==> config.mk <==
export PLATFORM = sky130hd
export DESIGN_NAME = aes_block_sequencer
export DESIGN_NICKNAME = d
export VERILOG_FILES = /design/src/rtl/aes_seq_pkg.sv /design/src/rtl/aes_blk_fifo.sv /design/src/rtl/aes_block_sequencer.sv
export SDC_FILE = /design/constraint.sdc
export NUM_CORES = 2
export LEC_CHECK = 0
export BUFFER_PORTS_ARGS = -buffer_cell sky130_fd_sc_hd__buf_2
export CORE_AREA = 4 4 361 363
export CTS_CLUSTER_DIAMETER = 200
export DETAILED_ROUTE_END_ITERATION = 8
export DIE_AREA = 0 0 365 367
export PLACE_DENSITY = 0.55
export RECOVER_POWER = 50
export SLEW_MARGIN = 20
export SYNTH_ARGS = -nofsm -noshare
export SYNTH_HDL_FRONTEND = slang
export SYNTH_HIERARCHICAL = 1
export SYNTH_SLANG_ARGS = --single-unit
==> constraint.sdc <==
create_clock -name AES_clk -period 5.35 [get_ports AES_clk]
set_clock_uncertainty 0.2 [all_clocks]
set_input_delay 0.2675 -clock AES_clk [delete_from_list [all_inputs] [get_ports AES_clk]]
set_output_delay 0.2675 -clock AES_clk [all_outputs]
set_load 0.01 [all_outputs]
==> src/rtl/aes_seq_pkg.sv <==
// ---------------------------------------------------------------------------
// aes_seq_pkg
// Shared definitions for the AES block sequencer: block width, mode
// encodings and the sequencer FSM state type.
// ---------------------------------------------------------------------------
package aes_seq_pkg;

   localparam int AES_BLK_W = 128;

   localparam logic MODE_ECB = 1'b0;
   localparam logic MODE_CTR = 1'b1;

   typedef enum logic [1:0] {
      IDLE  = 2'd0,
      ISSUE = 2'd1,
      GAP   = 2'd2
   } seq_state_t;

endpackage

==> src/rtl/aes_blk_fifo.sv <==
// ---------------------------------------------------------------------------
// aes_blk_fifo
// Synchronous block FIFO with registered full/empty flags. The head entry is
// read combinationally from storage, so a block is only visible one cycle
// after it is pushed (no write-to-read pass-through).
//
// Ports:
//   clk, rst_n  clock, asynchronous active-low reset (pointers/flags only)
//   push        write wr_data when not full (ignored while full)
//   pop         retire head entry when not empty
//   wr_data     block to store
//   full        registered full flag
//   empty       registered empty flag
//   head        oldest stored block
// ---------------------------------------------------------------------------
module aes_blk_fifo
   import aes_seq_pkg::*;
#(
   parameter int WIDTH = AES_BLK_W,
   parameter int DEPTH = 4
) (
   input  logic             clk,
   input  logic             rst_n,
   input  logic             push,
   input  logic             pop,
   input  logic [WIDTH-1:0] wr_data,
   output logic             full,
   output logic             empty,
   output logic [WIDTH-1:0] head
);

   localparam int AW = (DEPTH > 1) ? $clog2(DEPTH) : 1;

   logic [WIDTH-1:0] mem [DEPTH];
   logic [AW-1:0]    wr_ptr;
   logic [AW-1:0]    rd_ptr;
   logic [AW:0]      count;
   logic [AW:0]      count_nxt;
   logic             do_push;
   logic             do_pop;

   // Full is judged on the registered flag, so a pop in the same cycle
   // does not open a slot for a push.
   assign do_push = push && !full;
   assign do_pop  = pop && !empty;

   always_comb begin
      count_nxt = count;
      case ({do_push, do_pop})
         2'b10:   count_nxt = count + (AW+1)'(1);
         2'b01:   count_nxt = count - (AW+1)'(1);
         default: count_nxt = count;
      endcase
   end

   always_ff @(posedge clk or negedge rst_n) begin
      if (!rst_n) begin
         wr_ptr <= '0;
         rd_ptr <= '0;
         count  <= '0;
         full   <= 1'b0;
         empty  <= 1'b1;
      end else begin
         if (do_push) wr_ptr <= wr_ptr + AW'(1);
         if (do_pop)  rd_ptr <= rd_ptr + AW'(1);
         count <= count_nxt;
         full  <= (count_nxt == (AW+1)'(DEPTH));
         empty <= (count_nxt == '0);
      end
   end

   // Storage carries data only; it needs no reset.
   always_ff @(posedge clk) begin
      if (do_push) mem[wr_ptr] <= wr_data;
   end

   assign head = mem[rd_ptr];

endmodule

==> src/rtl/aes_block_sequencer.sv <==
// ---------------------------------------------------------------------------
// aes_block_sequencer
// Streaming front-end for the AES_top core. Input blocks are queued in a
// FIFO, issued one at a time over the core's en/valid handshake and the
// results presented on a valid/ready output. ECB passes the core result
// straight through; CTR encrypts {iv[127:CTR_W], ctr} and XORs the keystream
// with the queued block.
//
// Ports:
//   AES_clk, AES_rst_n         clock, asynchronous active-low reset
//   cfg_load/mode/key/iv       configuration, accepted only when idle and
//                              the output register is empty
//   in_valid/in_ready/in_data  input block stream
//   out_valid/out_ready/out_data  result stream (held until accepted)
//   core_en/core_data_in/core_key    drive AES_top
//   core_data_out/core_data_out_valid  AES_top result
//   busy         FSM active or blocks queued
//   err_timeout  sticky: core failed to answer within TIMEOUT cycles
//   blk_count    completed blocks, wraps
// ---------------------------------------------------------------------------
module aes_block_sequencer
   import aes_seq_pkg::*;
#(
   parameter int FIFO_DEPTH = 4,
   parameter int CTR_W      = 32,
   parameter int GAP_CYCLES = 1,
   parameter int TIMEOUT    = 64,
   parameter int CNT_W      = 16
) (
   input  logic                 AES_clk,
   input  logic                 AES_rst_n,
   input  logic                 cfg_load,
   input  logic                 cfg_mode,
   input  logic [AES_BLK_W-1:0] cfg_key,
   input  logic [AES_BLK_W-1:0] cfg_iv,
   input  logic                 in_valid,
   output logic                 in_ready,
   input  logic [AES_BLK_W-1:0] in_data,
   output logic                 out_valid,
   input  logic                 out_ready,
   output logic [AES_BLK_W-1:0] out_data,
   output logic                 core_en,
   output logic [AES_BLK_W-1:0] core_data_in,
   output logic [AES_BLK_W-1:0] core_key,
   input  logic [AES_BLK_W-1:0] core_data_out,
   input  logic                 core_data_out_valid,
   output logic                 busy,
   output logic                 err_timeout,
   output logic [CNT_W-1:0]     blk_count
);

   localparam int TMO_W = $clog2(TIMEOUT + 1);
   localparam int GAP_W = (GAP_CYCLES > 1) ? $clog2(GAP_CYCLES) : 1;

   seq_state_t           state;
   logic                 mode;
   logic [AES_BLK_W-1:0] iv;
   logic [CTR_W-1:0]     ctr;
   logic [TMO_W-1:0]     tmo_cnt;
   logic [GAP_W-1:0]     gap_cnt;

   logic                 fifo_full;
   logic                 fifo_empty;
   logic                 fifo_pop;
   logic [AES_BLK_W-1:0] fifo_head;

   logic                 cfg_ok;
   logic                 out_take;
   logic                 start;
   logic                 done;
   logic                 tmo_hit;

   aes_blk_fifo #(
      .WIDTH (AES_BLK_W),
      .DEPTH (FIFO_DEPTH)
   ) u_fifo (
      .clk     (AES_clk),
      .rst_n   (AES_rst_n),
      .push    (in_valid),
      .pop     (fifo_pop),
      .wr_data (in_data),
      .full    (fifo_full),
      .empty   (fifo_empty),
      .head    (fifo_head)
   );

   assign in_ready = !fifo_full;
   assign busy     = (state != IDLE) || !fifo_empty;
   assign cfg_ok   = cfg_load && !busy && !out_valid;
   assign out_take = out_valid && out_ready;

   // Only start a block when its result will have somewhere to go.
   assign start   = (state == IDLE) && !fifo_empty && (!out_valid || out_ready);
   assign done    = (state == ISSUE) && core_data_out_valid;
   assign tmo_hit = (state == ISSUE) && !core_data_out_valid &&
                    (tmo_cnt == TMO_W'(TIMEOUT - 1));

   // A timed-out block is dropped, so the head leaves the FIFO either way.
   assign fifo_pop = done || tmo_hit;

   always_ff @(posedge AES_clk or negedge AES_rst_n) begin
      if (!AES_rst_n) begin
         state        <= IDLE;
         mode         <= MODE_ECB;
         iv           <= '0;
         core_key     <= '0;
         ctr          <= '0;
         core_en      <= 1'b0;
         core_data_in <= '0;
         out_valid    <= 1'b0;
         out_data     <= '0;
         blk_count    <= '0;
         err_timeout  <= 1'b0;
         tmo_cnt      <= '0;
         gap_cnt      <= '0;
      end else begin
         if (out_take) out_valid <= 1'b0;

         // cfg_ok implies IDLE, so it never competes with the FSM updates.
         if (cfg_ok) begin
            mode        <= cfg_mode;
            core_key    <= cfg_key;
            iv          <= cfg_iv;
            ctr         <= cfg_iv[CTR_W-1:0];
            err_timeout <= 1'b0;
            blk_count   <= '0;
         end

         case (state)
            IDLE: begin
               if (start) begin
                  state   <= ISSUE;
                  core_en <= 1'b1;
                  tmo_cnt <= '0;
                  // Captured once so the core sees a constant operand.
                  core_data_in <= (mode == MODE_CTR) ?
                                  {iv[AES_BLK_W-1:CTR_W], ctr} : fifo_head;
               end
            end
            ISSUE: begin
               if (core_data_out_valid) begin
                  state     <= GAP;
                  core_en   <= 1'b0;
                  gap_cnt   <= '0;
                  out_valid <= 1'b1;
                  out_data  <= (mode == MODE_CTR) ?
                               (core_data_out ^ fifo_head) : core_data_out;
                  blk_count <= blk_count + CNT_W'(1);
                  if (mode == MODE_CTR) ctr <= ctr + CTR_W'(1);
               end else if (tmo_hit) begin
                  state       <= GAP;
                  core_en     <= 1'b0;
                  gap_cnt     <= '0;
                  err_timeout <= 1'b1;
                  // Keep the keystream aligned with block order.
                  if (mode == MODE_CTR) ctr <= ctr + CTR_W'(1);
               end else begin
                  tmo_cnt <= tmo_cnt + TMO_W'(1);
               end
            end
            GAP: begin
               if (gap_cnt == GAP_W'(GAP_CYCLES - 1)) state <= IDLE;
               else gap_cnt <= gap_cnt + GAP_W'(1);
            end
            default: begin
               state   <= IDLE;
               core_en <= 1'b0;
            end
         endcase
      end
   end

endmodule

==> flow_summary_export.csv <==
group,metric,value,unit
yosys,synthMuxAreaShare,0.0987,
sta,hold_viol,0,
global_route,grt_pass1_wl,206000,um
sta,min_period,3870,ps
power_and_ir_drop,switchingPower,11300,uW
worst_setup_path,cp-start-kind,"primary input",
worst_setup_path,endpoint_kind,"async pin",
placement,dp_slack,1990,ps
yosys,ys_ff_latch,1062,
yosys,synth_top_family_by_area,"simple AND/OR/NAND/NOR gates",
worst_setup_path,cp_slowest_cell,"clkbuf_2",
run_status,status,"complete, but fails checks",
power_and_ir_drop,finalPower,31400,uW
route,wirelength,139000,um
final_layout,stdcell_count,6531,
yosys,synthXorXnorAreaFrac,0.0295,
placement,port_buffers,923,
clocking,insertion_delay,740,ps
worst_setup_path,path_class,"primary input to async pin",
sta,period_share,0.723,
power_and_ir_drop,p_per_area,537,nW/um^2
power_and_ir_drop,swShare,0.362,
worst_setup_path,required,5250,ps
clocking,clk_pin_slew,60,ps
worst_setup_path,path_cells,"dlygate4sd3_1 -> clkbuf_1 -> clkbuf_2",
global_route,grt_overflow_total,0,
die,ios,924,
route,viasPerCell,4.75,
yosys,synth.yosys.seq_area_share,0.686,
yosys,synth-edff-count,512,
yosys,synthCells,3258,
yosys,async_flop_share,0.518,
route,drt.antenna.violating_nets,0,
placement,dp_hpwl,94000,um
clocking,h-tree-depth,3,
global_route,grt_max_degree,164,
final_layout,layout-drive-gt1-share,0.196,
final_layout,final_common_cell,"nand2_1",
yosys,ys_warn_count,6,
placement,placed_area,48900,sq um
sta,max_freq,258,MHz
power_and_ir_drop,p_int,20000,uW
sta,setup_tns,0,ps
clocking,clockRootBuffer,"clkbuf_16",
yosys,synthDistinctLibCells,65,
final_layout,final_cell_mix,"nand2_1 (1,101), dlygate4sd3_1 (601), buf_2 (596)",
sta,maxSlewViolCount,272,
placement,dp.cells,5694,
global_route,first_global_vias,32600,
die,die_area,134000,sq um
yosys,synth_compound_area_frac,0.0459,
sta,setup_viol,0,
clocking,cts_tree,"yes",
final_layout,stdcell_area,58300,sq um
final_layout,num-fill-cells,11600,
clocking,cts_buffers,114,
sta,finalWorstSetupSlack,1480,ps
yosys,synth_fa_ha_area_frac,0.00283,
final_layout,area_growth,37.3,%
power_and_ir_drop,ir_drop,0.299,mV
final_layout,fin_nets,5278,
sta,rsz0062_at_grt,"false",
sta,relSlewSlack,-0.535,
route,drc,0,
run_status,violations,"capacitance limit, slew limit",
global_route,grt.total_usage,0.204,
yosys,syn_area_per_cell,13.0,sq um
die,fp-row-count,131,
route,dr_total_vias,31000,
die,die_x,365,um
power_and_ir_drop,clock_power_share,0.257,
die,start_util,0.335,
clocking,ctsResizeCount,0,
route,firstDrtPassIters,7,
yosys,yosys.area_share.simple,0.117,
die,coreArea,127000,sq um
worst_hold_path,hold_class,"primary input to flop",
route,drt_iter0_drc,2192,
die,dieHeight,367,um
route,wl_per_cell,21.3,um
yosys,synth_nets,3786,
power_and_ir_drop,pwr-share-comb,0.337,
power_and_ir_drop,power_frac_seq,0.406,
worst_setup_path,critPathMaxStageDelay,1700,ps
yosys,ys.flop_type,"dfrtp_1",
worst_setup_path,critPathArrivalTime,3760,ps
yosys,synth_area,42500,sq um
power_and_ir_drop,p_leak,0.0249,uW
clocking,clock_path_buffers,3,
worst_setup_path,cp_max_fo,76,
placement,place_congestion,0.821,
clocking,cts_sinks,1062,
sta,tightest_slew,2300,ps
run,drv_cap,6,
global_route,antenna_found_initial,30,
-- metrics by stage --
step	hold WS (ps)	util
after floorplan	-228	-
after global placement	157	0.385
after detailed placement	159	0.385
after CTS	0.123	0.463
after global routing	42.6	0.459
final	81.7	0.459
-- area by class of cell --
cell class / count / area [sq um] / share of cell area
Timing Repair Buffer: 1561 / 10700 / 0.183
Antenna cell: 20 / 50.0 / 0.000858
Clock buffer: 171 / 3240 / 0.0555
Clock inverter: 44 / 589 / 0.0101
Multi-Input combinational cell: 1998 / 12500 / 0.214
Sequential cell: 1062 / 29200 / 0.500
Inverter: 13 / 50.0 / 0.000858
Tap cell: 1662 / 2080 / 0.0356
-- power groups by stage --
| stage | logic (uW) | registers, uW | clock network (uW) |
|---|---|---|---|
| global route | 11700 | 13000 | 8620 |
| CTS | 11000 | 12700 | 8280 |
| detailed placement | 10600 | 12800 | 0 |
| floorplan | 5960 | 13100 | 0 |
| finish | 10600 | 12700 | 8060 |
| global placement | 10500 | 12800 | 0 |
-- per-layer routing --
layer  vias to the layer above  routed length [um]  track usage
met4                        10                6130       0.0906
met2                      1030               69100        0.348
met5                         -                  61            0
li1                      14400                   -            -
met1                     15300               54400        0.245
met3                       272                9540       0.0476
-- cell usage after synthesis (6+ instances only) --
master,number,share of area
and3_1,9,0.0013
a311oi_1,10,0.0021
nand4_1,17,0.0025
inv_1,12,0.0011
xnor2_1,6,0.0012
clkbuf_1,136,0.012
o221a_2,9,0.0024
and4_1,7,0.0014
mux2i_1,131,0.031
buf_6,12,0.0032
o211ai_1,7,0.0012
nand2_1,1101,0.097
and2_1,6,0.00088
buf_2,26,0.0031
ha_1,8,0.0024
edfxtp_1,512,0.36
nand3_1,27,0.0032
mux4_2,128,0.068
dfrtp_1,549,0.32
xor2_1,137,0.028
nor2_1,39,0.0034
a21oi_1,18,0.0021
o21ai_0,272,0.032
buf_1,9,0.00079
-- critical path: cells and delay by family --
family | cells | cell delay [ps]
buf+inv | 3 | 3410
-- kinds of logic (layout without fill, tap and decap cells) --
kind of cell | count (synthesis) | count (layout)
compound gates | 347 | 347
xor+xnor | 143 | 143
fa+ha+maj | 9 | 9
buf+inv | 198 | 1789
flops | 1062 | 1062
mux | 259 | 259
other cells | 0 | 20
simple gates | 1240 | 1240
-- what timing repair did --
item,in CTS,in global routing
hold buffers,602,0
setup endpoints to repair,0,0
endpoints found under the hold margin,1227,0
buffers inserted,0,0
-- state kept, by name (all words and copies together) (netlist names), 2 cells and up --
name,count
blk_count,16
u_fifo/mem,512
state,2
core_key,128
tmo_cnt,7
u_fifo/count,3
u_fifo/wr_ptr,2
u_fifo/rd_ptr,2
out_data,128
ctr,32
iv,96
core_data_in,128
-- path summary, 6_finish.rpt --
kind | startpoint | endpoint | slack [ps] | cells after the start
max | AES_rst_n | mode | 1480 | 3
min | cfg_iv[52] | iv[52] | 80 | 4
max reg2reg | tmo_cnt[0] | u_fifo/empty | 1880 | 11
min reg2reg | core_key[69] | core_key[69] | 270 | 2
max in group AES_clk | tmo_cnt[0] | u_fifo/empty | 1880 | 11
min in group asynchronous | AES_rst_n | core_data_in[11] | 1050 | 3
(Power assumes the default switching activity.)
